### config.mk
export PLATFORM = sky130hd
export DESIGN_NAME = dcu_wb_biu
export DESIGN_NICKNAME = d
export VERILOG_FILES = /design/src/rtl/dcu_wb_biu.sv
export SDC_FILE = /design/constraint.sdc
export NUM_CORES = 1
export LEC_CHECK = 0
export CORE_MARGIN = 10
export CORE_UTILIZATION = 41
export DETAILED_ROUTE_END_ITERATION = 8
export PLACE_DENSITY_LB_ADDON = 0.05
export REMOVE_ABC_BUFFERS = 1
export SLEW_MARGIN = 15
export SYNTH_ARGS = -nofsm -noshare
export SYNTH_HDL_FRONTEND = slang
export SYNTH_SLANG_ARGS = --single-unit
### constraint.sdc
create_clock -name clk -period 2.2 [get_ports clk]
set_clock_uncertainty 0.1 [all_clocks]
set_input_delay 0.33 -clock clk [delete_from_list [all_inputs] [get_ports clk]]
set_output_delay 0.33 -clock clk [all_outputs]
set_load 0.01 [all_outputs]
### src/rtl/dcu_wb_biu.sv
// rtl/dcu_wb_biu.sv - DCU writeback/NC store sequencer onto the BIU store port
// One request/grant/ack transaction per word, with an ack timeout.
module dcu_wb_biu #(
  parameter int TIMEOUT = 255
) (
  input  logic        clk,
  input  logic        reset,
  input  logic        wb_req,
  input  logic        nc_write_cyc,
  input  logic [3:0]  wb_sel,
  input  logic        miss_idle,
  input  logic [31:0] wb_data,
  input  logic [27:0] wb_line_addr,
  input  logic [31:0] nc_addr,
  input  logic [1:0]  nc_size,
  input  logic        mem_gnt,
  input  logic [1:0]  mem_ack,
  output logic        mem_req,
  output logic [31:0] mem_addr,
  output logic [31:0] mem_data,
  output logic [1:0]  mem_type,
  output logic [1:0]  mem_size,
  output logic        mem_last,
  output logic        normal_ack,
  output logic        error_ack,
  output logic        biu_busy
);
  localparam logic [7:0] TIMEOUT_CNT = 8'(TIMEOUT);

  typedef enum logic [1:0] {IDLE, REQ, WAIT_ACK, DONE} state_t;

  state_t      state_q, state_d;
  logic        mem_req_q, mem_req_d;
  logic [31:0] mem_addr_q, mem_addr_d;
  logic [31:0] mem_data_q, mem_data_d;
  logic [1:0]  mem_type_q, mem_type_d;
  logic [1:0]  mem_size_q, mem_size_d;
  logic        mem_last_q, mem_last_d;
  logic        normal_ack_q, normal_ack_d;
  logic        error_ack_q, error_ack_d;
  logic [7:0]  cnt_q, cnt_d;
  logic [1:0]  idx;
  logic        issue;

  // wb_sel is one-hot, so an OR-encode yields the word index
  assign idx   = {wb_sel[3] | wb_sel[2], wb_sel[3] | wb_sel[1]};
  assign issue = wb_req & (nc_write_cyc | ~wb_sel[0] | miss_idle);

  always_comb begin
    state_d      = state_q;
    mem_req_d    = mem_req_q;
    mem_addr_d   = mem_addr_q;
    mem_data_d   = mem_data_q;
    mem_type_d   = mem_type_q;
    mem_size_d   = mem_size_q;
    mem_last_d   = mem_last_q;
    normal_ack_d = 1'b0;
    error_ack_d  = 1'b0;
    cnt_d        = cnt_q;
    case (state_q)
      IDLE: begin
        if (issue) begin
          state_d    = REQ;
          mem_req_d  = 1'b1;
          mem_addr_d = nc_write_cyc ? nc_addr : {wb_line_addr, idx, 2'b00};
          mem_data_d = wb_data;
          mem_type_d = nc_write_cyc ? 2'b01 : 2'b10;
          mem_size_d = nc_write_cyc ? nc_size : 2'b10;
          mem_last_d = ~nc_write_cyc & wb_sel[3];
        end
      end
      REQ: begin
        if (mem_gnt) begin
          mem_req_d = 1'b0;
          cnt_d     = 8'd0;
          if (mem_ack != 2'b00) begin
            state_d      = DONE;
            normal_ack_d = (mem_ack == 2'b01);
            error_ack_d  = (mem_ack != 2'b01);
          end else begin
            state_d = WAIT_ACK;
          end
        end
      end
      WAIT_ACK: begin
        cnt_d = cnt_q + 8'd1;
        // A real ack takes priority over the timeout on the same cycle
        if (mem_ack != 2'b00) begin
          state_d      = DONE;
          normal_ack_d = (mem_ack == 2'b01);
          error_ack_d  = (mem_ack != 2'b01);
        end else if (cnt_d == TIMEOUT_CNT) begin
          state_d     = DONE;
          error_ack_d = 1'b1;
        end
      end
      DONE: begin
        cnt_d   = 8'd0;
        state_d = IDLE;
      end
      default: state_d = IDLE;
    endcase
  end

  always_ff @(posedge clk) begin
    if (reset) begin
      state_q      <= IDLE;
      mem_req_q    <= 1'b0;
      mem_addr_q   <= 32'd0;
      mem_data_q   <= 32'd0;
      mem_type_q   <= 2'b00;
      mem_size_q   <= 2'b00;
      mem_last_q   <= 1'b0;
      normal_ack_q <= 1'b0;
      error_ack_q  <= 1'b0;
      cnt_q        <= 8'd0;
    end else begin
      state_q      <= state_d;
      mem_req_q    <= mem_req_d;
      mem_addr_q   <= mem_addr_d;
      mem_data_q   <= mem_data_d;
      mem_type_q   <= mem_type_d;
      mem_size_q   <= mem_size_d;
      mem_last_q   <= mem_last_d;
      normal_ack_q <= normal_ack_d;
      error_ack_q  <= error_ack_d;
      cnt_q        <= cnt_d;
    end
  end

  assign mem_req    = mem_req_q;
  assign mem_addr   = mem_addr_q;
  assign mem_data   = mem_data_q;
  assign mem_type   = mem_type_q;
  assign mem_size   = mem_size_q;
  assign mem_last   = mem_last_q;
  assign normal_ack = normal_ack_q;
  assign error_ack  = error_ack_q;
  assign biu_busy   = (state_q != IDLE);

endmodule

==> results of run 1 <==
[layout make-up]
cell class	instances	area share (%)
clock buffer	11	2.45
clock inverter	5	1.34
inverter	6	0.390
multi-input combinational	309	31.8
sequential	82	28.4
tap	108	2.34
timing repair buffer	192	33.3
[flip-flops by register name, indices dropped and copies added, names as in the netlist]
name / cells
mem_addr: 32
mem_data: 32
cnt_q: 8
mem_size: 2
mem_type: 2
state_q: 2
error_ack: 1
mem_last: 1
mem_req: 1
normal_ack: 1
[repair_timing]
action	4_1_cts	5_1_grt
gates resized for setup	2	0
setup buffers	0	0
endpoints found under the setup margin	1	0
[final timing paths]
check | startpoint | endpoint
worst max-delay path | cnt_q[1] | state_q[1]
worst min-delay path | reset | mem_data[25]
worst max register to register | cnt_q[1] | state_q[1]
worst min register to register | mem_addr[3] | mem_addr[3]
[cells by family (layout without fill, tap and decap cells)]
logic type      after synthesis  in the layout
flops                        82             82
compound gates              105            105
mux                          28             28
fa+ha+maj                     6              6
buf+inv                      37            214
simple gates                170            170
[placed cells by master (no fill, tap or decap), drive strengths merged, types with 9 or more instances in the layout]
master	count
buf	16
mux2i	28
nor2	42
nand2	85
a21oi	51
dfxtp	82
clkdlybuf4s50	175
clkbuf	11
o21ai	9
a211oi	30
[cell usage after synthesis, drive strengths merged, types with 4 or more instances]
cell type and number:
dfxtp 82, a21oi 51, a211oi 30, nand2 85
ha 6, nor2 42, clkbuf 20, nor3 5
nor2b 4, o21ai 9, buf 11, mux2i 28
inv 6, nand3 8
[power groups by stage]
stage	combinational [mW]	clock, mW	sequential, mW
after CTS	2.35	1.24	1.95
after detailed placement	2.35	0	1.98
after global placement	2.31	0	1.97
after floorplan	0.987	0	2.10
final	2.32	1.21	1.95
after global routing	2.56	1.31	1.99
[routing by layer]
metal	wire length (µm)	GRT usage [%]	vias to the layer above
met3	1160	7.97	11
met4	130	4.76	0
li1	-	-	1832
met5	0	0	-
met2	5970	30.3	122
met1	4510	18.5	1680
[worst max-delay path, delay by kind of cell (launching register included)]
kind | cells | cell delay (ns)
simple gates | 2 | 0.63
flops | 1 | 0.36
fa+ha+maj | 1 | 0.30
compound gates | 3 | 0.53
[stage by stage]
stage | setup WS (ns) | utilization, % | TNS [ns]
after floorplan | -1.05 | - | -52.14
after global placement | -0.0685 | 64.1 | -0.0685
after detailed placement | -0.0862 | 64.1 | -0.199
after CTS | 0.153 | 66.6 | 0
after global routing | 0.00668 | 66.6 | 0
final | 0.170 | 66.6 | 0
==> flow_metrics.tcl, run 1 <==
set metrics [dict create \
    antenna_found_initial 0 \
    synth_edf_count 0 \
    pwr-share-seq_pct 35.6 \
    ys_warn_count 0 \
    seqCellArea_um2 1640 \
    insertion_delay_ns 0.34 \
    cpPeakStageDelay_ns 0.37 \
    synthCells 428 \
    ys_seq_elements 82 \
    drive_gt1_share_pct 8.10 \
    crit_path_end_kind "register" \
    synth_top_family_by_area "simple AND/OR/NAND/NOR gates" \
    core_um2 8680 \
    antenna_cells 0 \
    yosys.area_share.simple_pct 20.9 \
    tightest_slew_ns 0.552 \
    synth_top_cells_by_area "dfxtp_1 45%, nand2_1 8.8%, mux2i_1 7.7%" \
    grt_pass1_vias 3620 \
    cts.sinks 82 \
    critPathSlowestCell "or3b_1" \
    fin_total_pwr_mw 5.48 \
    fin_crit_sh_pct 92.3 \
    p_per_area_nw_per_um2 948 \
    swShare_pct 34.1 \
    postRouteAntennaNets 0 \
    drv_cap 0 \
    nets 712 \
    p_int_mw 3.61 \
    synth_compound_area_share_pct 19.7 \
    setup_viol 0 \
    synthXorXnorAreaFrac_pct 0 \
    maxSlewViolCount 0 \
    holdPathStages 2 \
    post-route-drc-count 0 \
    cp-start-kind "register" \
    p_comb_share_pct 42.4 \
    clkPwrFrac_pct 22.0 \
    place.gp.congestion 0.830 \
    netlist-cell-type-count 48 \
    cts_hold_buf 0 \
    grt_max_degree 67 \
    cp_data_required_time_ns 2.33 \
    layoutNonFillerInstCount 713 \
    multi_input_area_um2 1840 \
    first_pass_iters 7 \
    place_area_um2 5560 \
    crit_fanout 7 \
    rows 34 \
    relSlewSlack_pct 62.9 \
    arrival_ns 2.16 \
    grt_pass1_wl_um 18500 \
    syn_area_um2 3630 \
    die_y_um 114 \
    p_switching_mw 1.87 \
    fmax_mhz 493 \
    numPortBuffers 178 \
    routed-via-count 3645 \
    io_pins 179 \
    hold_class "in -> reg" \
    dp.cells 697 \
    ys_seq_area_share_pct 45.2 \
    synth_top_area_share_pct 45.2 \
    fp.dieW_um 114 \
    drtIter0Drc 158 \
    run_status "completed" \
    clkTransAtPathRegs_ns 0.09 \
    drt-total-wl_um 11800 \
    p_leak_nw 2.17 \
    holdWs_ns 0.287 \
    finalHoldViolations 0 \
    fin_area_um2 5780 \
    period_needed_ns 2.03 \
    path_cells "ha_1 > and4b_1 > o211ai_1 > a32oi_2 > a21oi_1 > or3b_1" \
    cts_tree "built" \
    path_class "reg -> reg" \
    start_util_pct 41.9 \
    viasPerCell 5.11 \
    fillers 766 \
    reg2reg_depth 6 \
    postSynthAreaPerCell_um2 8.49 \
    async_flop_share_pct 0 \
    area_growth_syn_to_layout_pct 59.2 \
    gr-usage-all-layers_pct 17.4 \
    synthMuxAreaShare_pct 7.72 \
    h-tree-depth 3 \
    cts_root_buf "clkbuf_8" \
    wl_per_cell_um 16.5 \
    r2r_setup_slack_ns 0.17 \
    grt_overflow 0 \
    rsz0062_at_grt "false" \
    synthAdderAreaFrac_pct 2.07 \
    synth_top_area_cell "dfxtp_1" \
    yosys_most_used_dff "dfxtp_1" \
    dieArea_um2 13000 \
    vdd_drop_max_uv 405 \
    place_hpwl_um 9150 \
    cts_buffers 9 \
    clock_path_buffers 2 \
]
Note: power is estimated with default switching activity, not from simulation.
==> run 2, diff against run 1 <==
clock period = 2.19 ns   (was 2.2 ns; I/O delays follow)
==> flow_metrics.tcl, run 2 (synthesized netlist as in run 1, its figures left out) <==
set metrics [dict create \
    run_status "completed" \
    critPathMostFrequentCell "or3_1" \
    setup_viol 0 \
    path_cells "inv_1 > ha_1 > nor2b_2 > or3_1 > or3_1 > a21oi_1" \
    rr_startpoint "state_q[1]" \
    cp-start-kind "register" \
    maxSlewViolCount 0 \
    layoutNonFillerInstCount 716 \
    post-route-drc-count 0 \
    postCtsSetupRepairBufs 0 \
    met1_usage_pct 18.2 \
    layout_common_cells "175 x clkdlybuf4s50_1, 85 x nand2_1, 81 x dfxtp_1, 50 x a21oi_1, 42 x nor2_1" \
    grt_max_degree 67 \
    fmax_mhz 489 \
    start_util_pct 41.9 \
    path_class "reg -> reg" \
    fin_tns_setup_ns 0 \
    grt_pass1_wl_um 19200 \
    die_y_um 114 \
    reg2reg_depth 6 \
    drive_gt1_share_pct 8.88 \
    arrival_ns 2.23 \
    rows 34 \
    viasPerCell 5.13 \
    antenna_cells 0 \
    cts_buffers 9 \
    layout_commonest_cell "clkdlybuf4s50_1" \
    relSlewSlack_pct 62.1 \
    min_from "reset" \
    place_hpwl_um 9390 \
    crit_fanout 9 \
    antenna_found_initial 1 \
    fin_crit_sh_pct 93.3 \
    grt_overflow 0 \
    core_um2 8680 \
    fp.dieW_um 114 \
    routed-via-count 3676 \
    path_buf_inv 1 \
    grt_pass1_vias 3882 \
    drt-total-wl_um 12200 \
    cp_data_required_time_ns 2.38 \
    h-tree-depth 3 \
    place_area_um2 5600 \
    gr-usage-all-layers_pct 18.3 \
    drtIter0Drc 206 \
    min_to "mem_data[16]" \
    cts_root_buf "clkbuf_8" \
    area_growth_syn_to_layout_pct 60.6 \
    r2r-end "cnt_q[5]" \
    place.gp.congestion 0.828 \
    finalHoldViolations 0 \
    p_per_area_nw_per_um2 963 \
    holdWs_ns 0.290 \
    dp.cells 700 \
    first_pass_iters 4 \
    dieArea_um2 13000 \
    cts.sinks 82 \
    wl_per_cell_um 17.0 \
    clock_path_buffers 2 \
    grt_use_met2_pct 31.7 \
    fin_area_um2 5830 \
    clkTransAtPathRegs_ns 0.08 \
    cpPeakStageDelay_ns 0.43 \
    r2r_setup_slack_ns 0.15 \
    insertion_delay_ns 0.35 \
    holdPathStages 2 \
    drv_cap 0 \
    period_needed_ns 2.04 \
    crit_path_end_kind "register" \
    postRouteAntennaNets 0 \
    cts_tree "built" \
    io_pins 179 \
    fin_total_pwr_mw 5.62 \
    top_usage_layer "met2" \
    rsz0062_at_grt "false" \
    hold_class "in -> reg" \
    critPathSlowestCell "or3_1" \
    vdd_drop_max_uv 445 \
    numPortBuffers 178 \
    tightest_slew_ns 0.564 \
    p_leak_nw 2.19 \
    path_delay_family "simple AND/OR/NAND/NOR gates" \
    use_met3_pct 9.49 \
    nets 715 \
]
run 2: cell types whose count changed in the layout (fill, tap and decap cells not counted), sizes merged:
cell,previous run,this run
buf,16,19
clkinvlp,1,0
clkbuf,11,12
run 2: area by class of cell:
| class | count | area [µm²] |
|---|---|---|
| clock buffer | 12 | 155 |
| clock inverter | 4 | 73.8 |
| fill | 757 | 2850 |
| inverter | 6 | 22.5 |
| multi-input combinational | 309 | 1840 |
| sequential | 82 | 1640 |
| tap | 108 | 135 |
| timing repair buffer | 195 | 1960 |
run 2: how the worst max path moves through the flow:
stage	start	to	slack, ns	cells after the start
after floorplan	state_q[0]	mem_addr[2]	-1.06	5
after global placement	wb_sel[0]	state_q[1]	-0.03	7
after detailed placement	wb_sel[0]	state_q[1]	-0.05	7
after CTS	state_q[1]	cnt_q[5]	0.14	6
after global routing	cnt_q[0]	state_q[1]	0.03	8
final	state_q[1]	cnt_q[5]	0.15	6
run 2: worst register-to-register path, stage by stage (launching register included):
cell and delay (ns):
dfxtp_1 0.37, inv_1 0.10, ha_1 0.24, nor2b_2 0.22, or3_1 0.43, or3_1 0.39, a21oi_1 0.13
run 2: stage by stage:
step / util [%] / worst slack (ns)
after floorplan: - / -1.06
after global placement: 64.5 / -0.0333
after detailed placement: 64.5 / -0.0545
after CTS: 67.1 / 0.135
after global routing: 67.2 / 0.0296
final: 67.2 / 0.147
run 2: power breakdown:
part           leakage, nW  internal, mW  switching (mW)  total, mW
Sequential           0.673          1.80           0.168       1.97
Clock                0.117         0.706           0.548       1.25
Combinational         1.40          1.21            1.19       2.40
Total                 2.19          3.71            1.91       5.62
run 2: timing repair:
action | CTS | global route
hold buffers | 0 | 0
cloned | 0 | 0
resized for setup | 2 | 2
setup endpoints to repair | 1 | 2
run 2: per-layer routing:
layer  wire, µm  vias up
met1       4540     1683
met2       6120      128
met3       1240       21
met4        263        2
li1           -     1842
met5         18        -
